## src/rtl/usr_param_shift_register.sv

```systemverilog
// usr_param_shift_register: WIDTH-bit universal shift register with eight modes and a
// burst engine. One start command runs `count` steps of the latched mode and reports
// progress on busy/done.
// Optional feature macro: USR_ABORT_EN (adds abort input and aborted pulse output).
module usr_param_shift_register #(
    parameter int unsigned WIDTH = 8,
    parameter int unsigned CNT_W = 4
) (
    input  logic             clk,
    input  logic             rst,
    input  logic [2:0]       mode,
    input  logic             start,
    input  logic [CNT_W-1:0] count,
    input  logic [WIDTH-1:0] p_data,
    input  logic             s_in_r,
    input  logic             s_in_l,
`ifdef USR_ABORT_EN
    input  logic             abort,
    output logic             aborted,
`endif
    output logic [WIDTH-1:0] q_parallel,
    output logic             s_out,
    output logic             busy,
    output logic             done
);

    localparam int unsigned MSB = WIDTH - 1;

    typedef enum logic {
        ST_IDLE = 1'b0,
        ST_RUN  = 1'b1
    } state_t;

    state_t           r_state;
    state_t           w_state_nxt;
    logic [2:0]       r_mode;
    logic [2:0]       w_mode_nxt;
    logic [CNT_W-1:0] r_cnt;
    logic [CNT_W-1:0] w_cnt_nxt;
    logic [WIDTH-1:0] r_q;
    logic [WIDTH-1:0] w_q_nxt;
    logic             r_sout;
    logic             w_sout_nxt;
    logic             r_busy;
    logic             w_busy_nxt;
    logic             r_done;
    logic             w_done_nxt;
    logic [WIDTH-1:0] w_step_q;
    logic             w_step_sout;
`ifdef USR_ABORT_EN
    logic             r_aborted;
    logic             w_aborted_nxt;
`endif

    // Result of one step of the latched mode; hold, load and reserved keep s_out.
    always_comb begin
        w_step_q    = r_q;
        w_step_sout = r_sout;
        case (r_mode)
            3'b001: begin
                w_step_q    = {s_in_r, r_q[MSB:1]};
                w_step_sout = r_q[0];
            end
            3'b010: begin
                w_step_q    = {r_q[MSB-1:0], s_in_l};
                w_step_sout = r_q[MSB];
            end
            3'b011: begin
                w_step_q    = p_data;
            end
            3'b100: begin
                w_step_q    = {r_q[0], r_q[MSB:1]};
                w_step_sout = r_q[0];
            end
            3'b101: begin
                w_step_q    = {r_q[MSB-1:0], r_q[MSB]};
                w_step_sout = r_q[MSB];
            end
            3'b110: begin
                w_step_q    = {r_q[MSB], r_q[MSB:1]};
                w_step_sout = r_q[0];
            end
            default: begin
                w_step_q    = r_q;
                w_step_sout = r_sout;
            end
        endcase
    end

    // Burst control: next state, latched command, step application and handshake.
    always_comb begin
        w_state_nxt = r_state;
        w_mode_nxt  = r_mode;
        w_cnt_nxt   = r_cnt;
        w_q_nxt     = r_q;
        w_sout_nxt  = r_sout;
        w_busy_nxt  = r_busy;
        w_done_nxt  = 1'b0;
`ifdef USR_ABORT_EN
        w_aborted_nxt = 1'b0;
`endif
        case (r_state)
            ST_IDLE: begin
                if (start) begin
                    if (count != '0) begin
                        w_mode_nxt  = mode;
                        w_cnt_nxt   = count;
                        w_state_nxt = ST_RUN;
                        w_busy_nxt  = 1'b1;
                    end else begin
                        // Empty burst completes immediately without touching data.
                        w_done_nxt = 1'b1;
                    end
                end
            end
            ST_RUN: begin
`ifdef USR_ABORT_EN
                if (abort) begin
                    // Abort wins over any step, including the final one.
                    w_state_nxt   = ST_IDLE;
                    w_busy_nxt    = 1'b0;
                    w_aborted_nxt = 1'b1;
                end else begin
`endif
                    w_q_nxt    = w_step_q;
                    w_sout_nxt = w_step_sout;
                    w_cnt_nxt  = r_cnt - CNT_W'(1);
                    if (r_cnt == CNT_W'(1)) begin
                        w_state_nxt = ST_IDLE;
                        w_busy_nxt  = 1'b0;
                        w_done_nxt  = 1'b1;
                    end
`ifdef USR_ABORT_EN
                end
`endif
            end
            default: begin
                w_state_nxt = ST_IDLE;
                w_busy_nxt  = 1'b0;
            end
        endcase
    end

    // State and output registers; reset clears everything, aborting any burst.
    always_ff @(posedge clk or posedge rst) begin
        if (rst) begin
            r_state <= ST_IDLE;
            r_mode  <= '0;
            r_cnt   <= '0;
            r_q     <= '0;
            r_sout  <= 1'b0;
            r_busy  <= 1'b0;
            r_done  <= 1'b0;
`ifdef USR_ABORT_EN
            r_aborted <= 1'b0;
`endif
        end else begin
            r_state <= w_state_nxt;
            r_mode  <= w_mode_nxt;
            r_cnt   <= w_cnt_nxt;
            r_q     <= w_q_nxt;
            r_sout  <= w_sout_nxt;
            r_busy  <= w_busy_nxt;
            r_done  <= w_done_nxt;
`ifdef USR_ABORT_EN
            r_aborted <= w_aborted_nxt;
`endif
        end
    end

    assign q_parallel = r_q;
    assign s_out      = r_sout;
    assign busy       = r_busy;
    assign done       = r_done;
`ifdef USR_ABORT_EN
    assign aborted    = r_aborted;
`endif

endmodule

```

## config.mk

```make
export PLATFORM = sky130hd
export DESIGN_NAME = usr_param_shift_register
export DESIGN_NICKNAME = d
export VERILOG_FILES = /design/src/rtl/usr_param_shift_register.sv
export SDC_FILE = /design/constraint.sdc
export NUM_CORES = 1
export LEC_CHECK = 0
export BUFFER_PORTS_ARGS = -buffer_cell sky130_fd_sc_hd__buf_2
export CAP_MARGIN = 30
export CORE_MARGIN = 2
export CORE_UTILIZATION = 56
export CTS_BUF_LIST = sky130_fd_sc_hd__clkbuf_16
export DETAILED_ROUTE_END_ITERATION = 8
export PLACE_DENSITY = 0.83
export SYNTH_ARGS = -nofsm -noshare
export SYNTH_HDL_FRONTEND = slang
export SYNTH_SLANG_ARGS = --single-unit
export TNS_END_PERCENT = 5
```

## constraint.sdc

```tcl
create_clock -name clk -period 2.35 [get_ports clk]
set_input_delay 0.47 -clock clk [delete_from_list [all_inputs] [get_ports clk]]
set_output_delay 0.47 -clock clk [all_outputs]
set_load 0.01 [all_outputs]
```

# [Yosys cells after proc, flatten, opt, wreduce, memory -nomap -nowiden]
# Cells that the tools add are included.
[totals] register_bits=19 input_bits=20 out_inout_bits=11 wordCells=50
[op_classes] n_addsub=1 n_eq_ne=10 mux=17 bitwise_logic=2 n_reduce_logical=12
[op_table] cell="8-bit one-hot mux with 6 select lines" count=1
[op_table] cell="3-bit == test, second input constant" count=3
[op_table] cell="1-bit 2-to-1 mux" count=9
[op_table] cell="3-bit AND reduction" count=3
[op_table] cell="4-bit 2-to-1 mux" count=2
[op_table] cell="1-bit one-hot mux with 2 select lines" count=4
[op_table] cell="4-bit one-hot mux with 2 select lines" count=1
[op_table] cell="3-bit by 2-bit == test with 1-bit output, second input constant" count=2
[op_table] cell="2-bit AND reduction" count=3
[op_table] cell="6-bit nonzero test" count=1
[op_table] cell="5-bit nonzero test" count=1
[op_table] cell="4-bit by 1-bit == test with 1-bit output, second input constant" count=1
[op_table] cell="2-bit != test, second input constant" count=2
[op_table] cell="4-bit nonzero test" count=1
[op_table] cell="4-bit by 1-bit subtractor with 4-bit output, second input constant" count=1
[op_table] cell="3-bit by 1-bit == test with 1-bit output, second input constant" count=1
[op_table] cell="3-bit OR reduction" count=1
[op_table] cell="2-bit by 1-bit != test with 1-bit output, second input constant" count=1
[op_table] cell="1-bit NOT" count=2
[op_table] cell="2-bit nonzero test" count=1
[op_table] cell="2-bit OR reduction" count=1

# [Longest topological paths before layout]
[depth] ltp_word=4 ltp_mapped=6 ltp_nobuf=4

# [Worst setup path after synthesis]
# Ideal clock, no wire load.
[synth_timing] path_type="input-to-reg" start="in count[2]" end="reg r_mode[0]" setup_time_ps=125 arrival_time_ps=1537 required_time_ps=2225 path_slack_ps=688 cell_stages=4 n_path_buf=1 path_cell_list="or4_4 nor2b_4 buf_6 mux2_4"
[synth_via] elab_chain_cells=2
[synth_lines] item="from (decl)" line="13" text="input logic [CNT_W-1:0] count,"
[synth_lines] item="4-bit nonzero test" line="105" text="if (count != '0) begin"
[synth_lines] item="3-bit AND reduction (no source line)"
[synth_lines] item="to (signal assigned)" line="159" text="r_mode <= w_mode_nxt;"
[synth_lines] item="to (decl)" line="36" text="logic [2:0] r_mode;"
# No other way between the ends.
# A chain may end at the register's enable or synchronous reset.

# [Worst setup path after layout]
[layout_timing] start="reg r_mode[0]" end="reg r_q[1], in the netlist q_parallel[1]"
[layout_via] elab_chain_cells=3 word_cells_on_any_way=9 classes_between="6 x eq/ne; 1 x mux; 2 x reduce/logical"
[layout_lines] item="3-bit == test, or another cell as far along" line="59" text="case (r_mode)"
[layout_lines] item="6-bit nonzero test (no source line)"
[layout_lines] item="2-bit AND reduction (no source line)"
[layout_lines] item="to (signal assigned)" line="161" text="r_q <= w_q_nxt;"
[layout_lines] item="to (decl)" line="40" text="logic [WIDTH-1:0] r_q;"
# Parallel ways exist; a longest one is shown, timed or not.

==> qor.csv <==
stage,metric,value,unit
logic_synthesis,synth_area_per_cell,10.1,um2
logic_synthesis,synth_ff_type,dfrtp_1,
placement,io_buffer_count,30,
worst_setup_path,worstSetupEndpointType,register,
placement,dp_hpwl,1860,um
timing,tightest_slew,0.782,ns
floorplanning,initial_core_util,57.7,%
pwr,pwr-share-clk,15.7,%
worst_setup_path,critPathArrivalTime,2.13,ns
worst_setup_path,cp.required,2.48,ns
pwr,p_switching,925,uW
pwr,pwr-share-comb,50.4,%
floorplanning,fp.coreArea,2170,um2
timing,slew_headroom,47.9,%
pwr,internal-power,1.32,mW
clocking,cts_tree,built,
logic_synthesis,synth_warnings,0,
clocking,cts-buffers-inserted,3,
logic_synthesis,synth_cells,124,
logic_synthesis,synth_fp_nets,146,
clocking,cts_root_buffer,clkbuf_16,
worst_setup_path,critPathMaxFanout,24,
route,ant_nets,0,
layout,nFillCells,188,
global_routing,grt_max_degree,29,
floorplanning,die_w,51.3,um
timing,setup_viol,0,
route,drt_iter0_drc,26,
clocking,cts.clk_slew.worst_paths,0.06,ns
worst_setup_path,max_stage_delay,0.85,ns
clocking,post-cts-setup-buffers,0,
logic_synthesis,syn_area,1250,um2
timing,finalCritPeriodShare,85.2,%
route,drc,0,
pwr,swShare,41.1,%
timing,slew_violations,0,
global_routing,antenna_found_initial,0,
floorplanning,fp-row-count,17,
timing,tns,0,ns
global_routing,grt_pass1_vias,959,
worst_setup_path,startpoint_type,register,
clocking,ctsHoldBuffers,0,
logic_synthesis,async_reset_ff_share,100,%
worst_setup_path,path_class,reg2reg,
layout,diodes,0,
route,wl,2670,um
route,drtPass1Iterations,4,
pwr,powerDensity,1540,nW/um2
floorplanning,io_pins,31,
flow_run,drv_cap,0,
status,outcome,completed,
worst_setup_path,cp_slowest_cell,dfrtp_1,
global_routing,track_usage,23.3,%
clocking,clockBufferDepth,2,
logic_synthesis,ys_types,39,
route,via_count,1049,
layout,final_layout_size_suffix_gt1_share,37.2,%
clocking,htree_levels,1,
pwr,power.share.sequential,34.0,%
worst_hold_path,holdCritPathClass,in2async,
clocking,clock_latency,0.25,ns
logic_synthesis,ys_ff_latch,19,
timing,fin_worst_skew,0.00383,ns
global_routing,grt_pass1_wl,4500,um
timing,hold_viol,0,
pwr,peakVddDrop,0.965,mV
layout,syn_to_final_growth,17.0,%
worst_setup_path,cp_cell_sequence,"nand2b_1, a32oi_1, o21ai_0, mux2_2",
timing,fmax,500,MHz
placement,gp_congestion,0.831,
clocking,ctsResizeCount,0,
timing,finalCriticalPeriod,2.00,ns
floorplanning,dieArea,2630,um2
timing,rsz0062_at_grt,false,
pwr,p_leak,0.671,nW
layout,fin_util,67.5,%
logic_synthesis,ys_seq_area_share,38.0,%
route,wl_per_cell,15.2,um
layout,nets,171,
floorplanning,die_h,51.3,um
clocking,cts_sinks,19,
route,post_drt_via_cell_ratio,5.96,
global_routing,grt-ovfl-total,0,
logic_synthesis,synth_edf_count,0,
==> per-layer routing <==
layer | up-vias | GRT usage (%) | wire length [um] | share of wire [%]
met4 | 0 | 8.33 | 43 | 1.6
met5 | - | 0 | 0 | 0
met3 | 4 | 3.51 | 109 | 4.1
met1 | 503 | 33.3 | 1240 | 46
met2 | 25 | 35.9 | 1280 | 48
li1 | 517 | - | - | -
==> sequential cells by signal, indices dropped and copies added, names as in the netlist <==
name,count
s_out,1
busy,1
r_mode,3
q_parallel,8
done,1
r_cnt,4
r_state,1
==> worst paths after layout <==
path / start / end / slack [ns] / cells after the start
setup / recovery: r_mode[0]$_DFFE_PP0P_ / q_parallel[1]$_DFFE_PP0P_ / 0.35 / 4
hold / removal: rst / r_cnt[2]$_DFFE_PP0P_ / 0.33 / 2
setup reg to reg: r_mode[0]$_DFFE_PP0P_ / q_parallel[1]$_DFFE_PP0P_ / 0.35 / 4
hold reg to reg: busy$_DFFE_PP0P_ / busy$_DFFE_PP0P_ / 0.53 / 1
max in group asynchronous: rst / q_parallel[6]$_DFFE_PP0P_ / 1.56 / 2
min in group clk: mode[1] / r_mode[1]$_DFFE_PP0P_ / 0.45 / 2
==> cells in the mapped netlist, drive strengths merged, types with 3 or more instances <==
library cell | instances | share of area [%]
nor2 | 4 | 1.2
clkbuf | 3 | 0.90
mux2 | 15 | 14
dfrtp | 19 | 38
nand2 | 3 | 0.90
a31oi | 7 | 4.0
nor2b | 8 | 4.6
a21oi | 6 | 2.4
o21ai | 10 | 4.0
a221oi | 3 | 2.1
buf | 8 | 3.9
inv | 4 | 1.2
a32oi | 6 | 4.2
nand2b | 3 | 1.5
mux2i | 3 | 2.4
==> layout by cell type, fill, tap and decap left out, drive strengths merged, types with 3 or more instances in the layout <==
| cell type | Yosys | layout |
|---|---|---|
| inv | 4 | 4 |
| a221oi | 3 | 3 |
| nand2 | 3 | 3 |
| o21ai | 10 | 10 |
| clkbuf | 3 | 3 |
| a31oi | 7 | 7 |
| nand2b | 3 | 3 |
| nor2 | 4 | 4 |
| mux2i | 3 | 3 |
| mux2 | 15 | 15 |
| nor2b | 8 | 8 |
| a21oi | 6 | 6 |
| dfrtp | 19 | 19 |
| a32oi | 6 | 6 |
| buf | 8 | 31 |
==> worst max-delay path: cells and delay by family, from the launching register on <==
kind	cells	cell delay, ns
flip-flops	1	0.85
multiplexers	1	0.29
AND/OR/NAND/NOR	1	0.35
AO/OA/AOI/OAI	2	0.40
==> power by group through the flow <==
stage / Clock, mW / Sequential (mW) / Combinational (mW)
after floorplan: 0 / 0.659 / 0.991
after global placement: 0 / 0.745 / 1.08
after detailed placement: 0 / 0.763 / 1.12
after CTS: 0.358 / 0.758 / 1.13
after global routing: 0.373 / 0.799 / 1.27
final: 0.352 / 0.764 / 1.13
==> final cells by class <==
cell class / count / area (um2) / area share, %
Sequential cell: 19 / 475 / 32.5
Tap cell: 28 / 35.0 / 2.39
Clock inverter: 1 / 5.00 / 0.342
Inverter: 4 / 15.0 / 1.02
Clock buffer: 3 / 75.1 / 5.12
Timing Repair Buffer: 31 / 158 / 10.8
Multi-Input combinational cell: 90 / 702 / 47.9
==> metrics by stage <==
step | hold slack [ns] | power, mW | setup WS, ns | instances | instance area, um2
after floorplan | 0.421 | 1.65 | 0.688 | 124 | 1250
after global placement | 0.468 | 1.83 | 0.444 | 172 | 1390
after detailed placement | 0.521 | 1.89 | 0.378 | 172 | 1390
after CTS | 0.364 | 2.25 | 0.361 | 176 | 1470
after global routing | 0.402 | 2.44 | 0.164 | 176 | 1470
final | 0.330 | 2.25 | 0.348 | 176 | 1470
==> logic make-up after synthesis <==
logic type	after synthesis	synth area share (%)
compound gates	45	24.6
xor+xnor	1	0.699
fa+ha+maj	2	2.00
buf+inv	15	5.99
flops	19	38.0
mux	18	16.8
simple gates	24	12.0
(Power assumes the default switching activity.)
